### src/rtl/store_memory_control_unit_if.sv
// Pipeline/memory-side bundle for the store control unit: store request,
// write beat, handshake and status.
interface store_memory_control_unit_if #(
    parameter int unsigned XLEN = 32
);
    logic              is_store;
    logic [2:0]        funct3;
    logic [XLEN-1:0]   addr;
    logic [XLEN-1:0]   store_data;
    logic              mem_ready;
    logic              mem_wen;
    logic [XLEN-1:0]   mem_addr;
    logic [XLEN-1:0]   mem_wdata;
    logic [XLEN/8-1:0] mem_strb;
    logic              stall;
    logic              store_done;
    logic              misaligned_fault;

    modport master (
        output is_store, funct3, addr, store_data, mem_ready,
        input  mem_wen, mem_addr, mem_wdata, mem_strb, stall, store_done, misaligned_fault
    );

    modport slave (
        input  is_store, funct3, addr, store_data, mem_ready,
        output mem_wen, mem_addr, mem_wdata, mem_strb, stall, store_done, misaligned_fault
    );
endinterface

### src/rtl/store_memory_control_unit.sv
// MEM-stage store sequencer: lane-aligns SB/SH/SW data and drives one or two write beats.
// Optional macro MISALIGNED_STORE_SPLIT_EN: split word-crossing stores instead of rejecting misaligned ones.
module store_memory_control_unit #(
    parameter int unsigned XLEN = 32
) (
    input  logic                         clk,
    input  logic                         rst,
    store_memory_control_unit_if.slave   bus
);
    localparam int unsigned NB = XLEN / 8;

    typedef enum logic [1:0] {IDLE, WRITE1, WRITE2, DONE} state_t;

    state_t          state_q;
    logic            mem_wen_q;
    logic [XLEN-1:0] mem_addr_q;
    logic [XLEN-1:0] mem_wdata_q;
    logic [NB-1:0]   mem_strb_q;
    logic [XLEN-1:0] hi_wdata_q;
    logic [NB-1:0]   hi_strb_q;
    logic            split_q;
    logic            done_q;
    logic            fault_q;

    logic [1:0]        off;
    logic [NB-1:0]     size_m;
    logic [XLEN-1:0]   data_m;
    logic [2*NB-1:0]   mask8;
    logic [2*XLEN-1:0] data64;
    logic              split;
    logic              reject;

    // Size mask and zero-extended payload, shifted into the two-word window
    always_comb begin
        off    = bus.addr[1:0];
        size_m = '1;
        data_m = bus.store_data;
        case (bus.funct3)
            3'b000: begin
                size_m = NB'(4'b0001);
                data_m = {{(XLEN-8){1'b0}}, bus.store_data[7:0]};
            end
            3'b001: begin
                size_m = NB'(4'b0011);
                data_m = {{(XLEN-16){1'b0}}, bus.store_data[15:0]};
            end
            default: begin
                size_m = '1;
                data_m = bus.store_data;
            end
        endcase
        mask8  = {{NB{1'b0}}, size_m} << off;
        data64 = {{XLEN{1'b0}}, data_m} << {off, 3'b000};
        split  = |mask8[2*NB-1:NB];
    end

`ifdef MISALIGNED_STORE_SPLIT_EN
    assign reject = 1'b0;
`else
    assign reject = ((bus.funct3 == 3'b001) && off[0]) ||
                    ((bus.funct3 != 3'b000) && (bus.funct3 != 3'b001) && (off != 2'b00));
`endif

    always_ff @(posedge clk) begin
        if (rst) begin
            state_q     <= IDLE;
            mem_wen_q   <= 1'b0;
            mem_addr_q  <= '0;
            mem_wdata_q <= '0;
            mem_strb_q  <= '0;
            hi_wdata_q  <= '0;
            hi_strb_q   <= '0;
            split_q     <= 1'b0;
            done_q      <= 1'b0;
            fault_q     <= 1'b0;
        end else begin
            case (state_q)
                IDLE: begin
                    done_q  <= 1'b0;
                    fault_q <= 1'b0;
                    if (bus.is_store) begin
                        if (reject) begin
                            state_q <= DONE;
                            done_q  <= 1'b1;
                            fault_q <= 1'b1;
                        end else begin
                            state_q     <= WRITE1;
                            mem_wen_q   <= 1'b1;
                            mem_addr_q  <= {bus.addr[XLEN-1:2], 2'b00};
                            mem_strb_q  <= mask8[NB-1:0];
                            mem_wdata_q <= data64[XLEN-1:0];
                            hi_strb_q   <= mask8[2*NB-1:NB];
                            hi_wdata_q  <= data64[2*XLEN-1:XLEN];
                            split_q     <= split;
                        end
                    end
                end
                WRITE1: begin
                    if (bus.mem_ready) begin
                        if (split_q) begin
                            state_q     <= WRITE2;
                            mem_addr_q  <= mem_addr_q + XLEN'(4);
                            mem_strb_q  <= hi_strb_q;
                            mem_wdata_q <= hi_wdata_q;
                        end else begin
                            state_q     <= DONE;
                            mem_wen_q   <= 1'b0;
                            mem_addr_q  <= '0;
                            mem_strb_q  <= '0;
                            mem_wdata_q <= '0;
                            done_q      <= 1'b1;
                        end
                    end
                end
                WRITE2: begin
                    if (bus.mem_ready) begin
                        state_q     <= DONE;
                        mem_wen_q   <= 1'b0;
                        mem_addr_q  <= '0;
                        mem_strb_q  <= '0;
                        mem_wdata_q <= '0;
                        done_q      <= 1'b1;
                    end
                end
                DONE: begin
                    // is_store still present here belongs to the store just completed
                    state_q <= IDLE;
                    done_q  <= 1'b0;
                    fault_q <= 1'b0;
                end
                default: state_q <= IDLE;
            endcase
        end
    end

    assign bus.stall = ((state_q == IDLE) && bus.is_store) ||
                       (state_q == WRITE1) || (state_q == WRITE2);

    assign bus.mem_wen          = mem_wen_q;
    assign bus.mem_addr         = mem_addr_q;
    assign bus.mem_wdata        = mem_wdata_q;
    assign bus.mem_strb         = mem_strb_q;
    assign bus.store_done       = done_q;
    assign bus.misaligned_fault = fault_q;
endmodule

### src/flat_wrapper.sv
// flat-port wrapper written by rule: the top's interface ports become plain ports
module store_memory_control_unit_flat 
#(
    parameter int unsigned XLEN = 32
)
  (clk, rst, bus_is_store, bus_funct3, bus_addr, bus_store_data, bus_mem_ready, bus_mem_wen, bus_mem_addr, bus_mem_wdata, bus_mem_strb, bus_stall, bus_store_done, bus_misaligned_fault);
  store_memory_control_unit_if #(.XLEN(XLEN)) bus_i ();
  input  logic clk;
  input  logic rst;
  input wire logic [$bits(bus_i.is_store)-1:0] bus_is_store;
  input wire logic [$bits(bus_i.funct3)-1:0] bus_funct3;
  input wire logic [$bits(bus_i.addr)-1:0] bus_addr;
  input wire logic [$bits(bus_i.store_data)-1:0] bus_store_data;
  input wire logic [$bits(bus_i.mem_ready)-1:0] bus_mem_ready;
  output wire logic [$bits(bus_i.mem_wen)-1:0] bus_mem_wen;
  output wire logic [$bits(bus_i.mem_addr)-1:0] bus_mem_addr;
  output wire logic [$bits(bus_i.mem_wdata)-1:0] bus_mem_wdata;
  output wire logic [$bits(bus_i.mem_strb)-1:0] bus_mem_strb;
  output wire logic [$bits(bus_i.stall)-1:0] bus_stall;
  output wire logic [$bits(bus_i.store_done)-1:0] bus_store_done;
  output wire logic [$bits(bus_i.misaligned_fault)-1:0] bus_misaligned_fault;
  assign bus_i.is_store = bus_is_store;
  assign bus_i.funct3 = bus_funct3;
  assign bus_i.addr = bus_addr;
  assign bus_i.store_data = bus_store_data;
  assign bus_i.mem_ready = bus_mem_ready;
  assign bus_mem_wen = bus_i.mem_wen;
  assign bus_mem_addr = bus_i.mem_addr;
  assign bus_mem_wdata = bus_i.mem_wdata;
  assign bus_mem_strb = bus_i.mem_strb;
  assign bus_stall = bus_i.stall;
  assign bus_store_done = bus_i.store_done;
  assign bus_misaligned_fault = bus_i.misaligned_fault;
  store_memory_control_unit #(.XLEN(XLEN)) u_core (.clk(clk), .rst(rst), .bus(bus_i));
endmodule
### config.mk
export PLATFORM = sky130hd
export DESIGN_NAME = store_memory_control_unit_flat
export DESIGN_NICKNAME = d
export VERILOG_FILES = /design/src/rtl/store_memory_control_unit_if.sv /design/src/rtl/store_memory_control_unit.sv /design/src/flat_wrapper.sv
export SDC_FILE = /design/constraint.sdc
export NUM_CORES = 1
export LEC_CHECK = 0
export ABC_AREA = 1
export BUFFER_PORTS_ARGS = -buffer_cell sky130_fd_sc_hd__buf_2
export CAP_MARGIN = 20
export CORE_MARGIN = 3
export CORE_UTILIZATION = 53
export DETAILED_ROUTE_END_ITERATION = 8
export GPL_TIMING_DRIVEN = 0
export PLACE_DENSITY = 0.8
export SLEW_MARGIN = 10
export SYNTH_ARGS = -nofsm -noshare
export SYNTH_HDL_FRONTEND = slang
export SYNTH_SLANG_ARGS = --single-unit
### constraint.sdc
create_clock -name clk -period 2.4 [get_ports clk]
set_clock_uncertainty 0.2 [all_clocks]
set_input_delay 0.36 -clock clk [delete_from_list [all_inputs] [get_ports clk]]
set_output_delay 0.36 -clock clk [all_outputs]
set_load 0.03 [all_outputs]
==> metrics <==
WHS=0.0572 ns; chip height=107 µm; Die ar.=11600 µm²; CTS tree=yes; dpl cell area=6320 µm²; area growth from synthesis to layout=19.6%; std cell rows=36; setup violators final=0; GP Congestion=0.996; gr ovfl total=0; run status=finished clean; post-synthesis mux area share=0%; Max Clk Rate=0.443 GHz; worst-path fanout max=10; H-Tree Depth=3; slowest cell delay on critical path=0.45 ns; Max clock buf depth=2; Critical Path Sink Type=flop; GRT Util Overall=30.3%; CTS root buffer=clkbuf_8; fin crit share=94.0%; core area=9910 µm²; hold buffer count at cts=0; via/cell ratio=5.43; CP Data Required Time=2.46 ns; Starting Density=55.1%; EDFF count, synth=0; Clock Pin Slew Worst Setup and Hold Paths=0.10 ns; WS Path Type=reg2reg; final wirelength=17.6 mm; crit path DAT=2.32 ns; die extent in x=107 µm; P_int=3.57 mW; RSZ-0062 raised after global routing=false; synth top area cells=dfxtp_1, nand2_1, nor2_1; startpoint class of the critical path=flop; design area=6530 µm²; Period minus WS final=2.26 ns; Final ANT Viol Nets=0; layout cell share with drive strength beyond 1=20.5%; Max-cap violations=0; most common cell in the synthesized netlist=nand2_1; Psw=3.57 mW; wire per inst=15.4 µm; Clock Power Share=14.2%; DRC violations left=0; I/O Pins=143; fin nets=1079; worst slew pin tran=0.625 ns; combinational family with the most area after synthesis=simple AND/OR/NAND/NOR gates; most frequent CP cell=nor2_1; Clock Sinks=99; Seq cells post-synth=99; total power=7.14 mW; slowest stage cell, crit path=ha_2; final hold violation count=0; largest net degree at the start of global routing=18; Diodes inserted=0; Compound-Gate Fraction of Synth Area=18.3%; Pins Over Slew Limit=0; first-pass GRT wire length=27.6 mm; Combinational Power Share=53.0%; Synth top area share=36.3%; postcts setup bufs=0; FFs w/ async S/R, synth=0%; switching share of power=50.1%; Yosys cell types=37; synthesized area=5460 µm²; fin worst setup slack=0.145 ns; Sequential Power Share=32.8%; Detail Placement HPWL=13.5 mm; Cells after Synth=852; vias in the first global route=5635; Inserted Clock Buffers=9; pre-CTS setup slack=-0.148 ns; top_reg_cell synth=dfxtp_1; share of the yosys chip area belonging to registers=36.3%; First-pass DRT Iterations=5; initial antenna violation count=0; Synth Area in Simple Gates=32.6%; Post-Synth Adder-Cell Area=1.38%; via count=6191; peak supply drop=644 µV; leading cell types by count after synthesis=nand2_1, nor2_1, dfxtp_1; YS warnings=0; 1st-iter DRT viols=456; hold crit path type=in2reg; fill cell count=991; post-synth top area cell=dfxtp_1; CP cell instances=inv_1 > ha_2 > nor2_1 > nor2_1 > nand2_2 > buf_4 > buf_6 > nor3_2 > nor2_1; Worst slew margin=58.3%; synthesized area per cell=6.41 µm²; XOR/XNOR Fraction of Synth Area=0.160%; PwrDens=1090 nW/µm²; Leak=3.12 nW; clk_lat worst skew=0.38 ns; I/O Buffers=139
power groups by stage:
stage,Sequential (mW),Combinational (mW),Clock (mW)
6_report,2.34,3.78,1.02
4_1_cts,2.33,3.71,1.03
3_5_place_dp,2.36,3.69,0
2_1_floorplan,2.94,1.98,0
5_1_grt,2.39,4.16,1.09
3_3_place_gp,2.36,3.64,0
worst max-delay path: cells and delay by family, from the launching register on:
| kind | cells | cell delay (ns) |
|---|---|---|
| AND/OR/NAND/NOR | 5 | 0.65 |
| buffers and inverters | 3 | 0.46 |
| adder cells (fa/ha/maj) | 1 | 0.45 |
| flip-flops | 1 | 0.36 |
kinds of logic (layout without fill, tap and decap cells):
| logic type | after synthesis | in the layout |
|---|---|---|
| other | 1 | 2 |
| buffers and inverters | 142 | 296 |
| and+or+nand+nor | 418 | 418 |
| AOI/OAI and AO/OA | 185 | 185 |
| xor gates and xnor gates | 1 | 1 |
| DFF | 99 | 99 |
| adders and majority gates | 6 | 6 |
worst paths after layout:
check,to,depth (start not counted),start,slack (ns)
setup / recovery,u_core.bus.mem_wdata[23],9,u_core.state_q[1],0.14
hold / removal,u_core.bus.mem_addr[19],3,bus_addr[19],0.06
setup reg to reg,u_core.bus.mem_wdata[23],9,u_core.state_q[1],0.14
hold reg to reg,u_core.hi_wdata_q[9],2,u_core.hi_wdata_q[9],0.25
sequential cells by signal, summed over array words and instances, names as in the netlist:
signal,flops
u_core.bus.mem_strb,4
u_core.bus.misaligned_fault,1
u_core.bus.store_done,1
u_core.bus.mem_addr,30
u_core.bus.mem_wdata,32
u_core.hi_strb_q,3
u_core.bus.mem_wen,1
u_core.split_q,1
u_core.state_q,2
u_core.hi_wdata_q,24
per-stage QoR:
stage	std cells	utilization [%]	TNS [ns]
floorplan	853	-	0
global placement	1125	63.8	-1.34
finish	1140	65.9	0
CTS	1140	65.6	0
global route	1140	65.9	0
detailed placement	1125	63.8	-1.63
what timing repair did:
action	4_1_cts	5_1_grt
gates resized for setup	3	16
pin swaps	0	1
setup endpoints to repair	42	51
per-layer routing:
layer / GRT usage [%] / wire length [µm]
met1: 39.7 / 7270
met2: 50.2 / 8200
met3: 6.06 / 1630
met4: 10.1 / 500
met5: 0 / 0
cell type report:
type / count / area, µm² / area share [%]
Inverter: 97 / 364 / 5.58
Sequential cell: 99 / 1980 / 30.4
Clock inverter: 6 / 46.3 / 0.709
Buffer: 44 / 248 / 3.80
Clock buffer: 10 / 128 / 1.96
Multi-Input combinational cell: 612 / 2900 / 44.4
Timing Repair Buffer: 139 / 696 / 10.7
Tap cell: 133 / 166 / 2.55
placed cells by master, fill, tap and decap left out, types with 2 or more instances in the layout:
cell type,count
clkinv_2,2
conb_1,2
and3_1,8
dfxtp_1,97
nor2_1,131
o21ai_1,12
o2bb2ai_1,7
o21ai_2,2
o31ai_1,2
o22ai_1,8
buf_4,6
inv_2,5
clkbuf_2,5
buf_1,2
clkbuf_8,9
a21oi_1,66
a22oi_1,8
nand2_1,170
nand3b_1,4
nand4_1,4
ha_1,5
buf_6,5
nor2_4,3
nand3_1,64
nor3_1,24
inv_1,92
nand2_2,3
clkbuf_1,14
dfxtp_2,2
inv_6,2
nor3_2,2
buf_2,152
o21ai_0,77
Power figures use the tool's default switching activity.
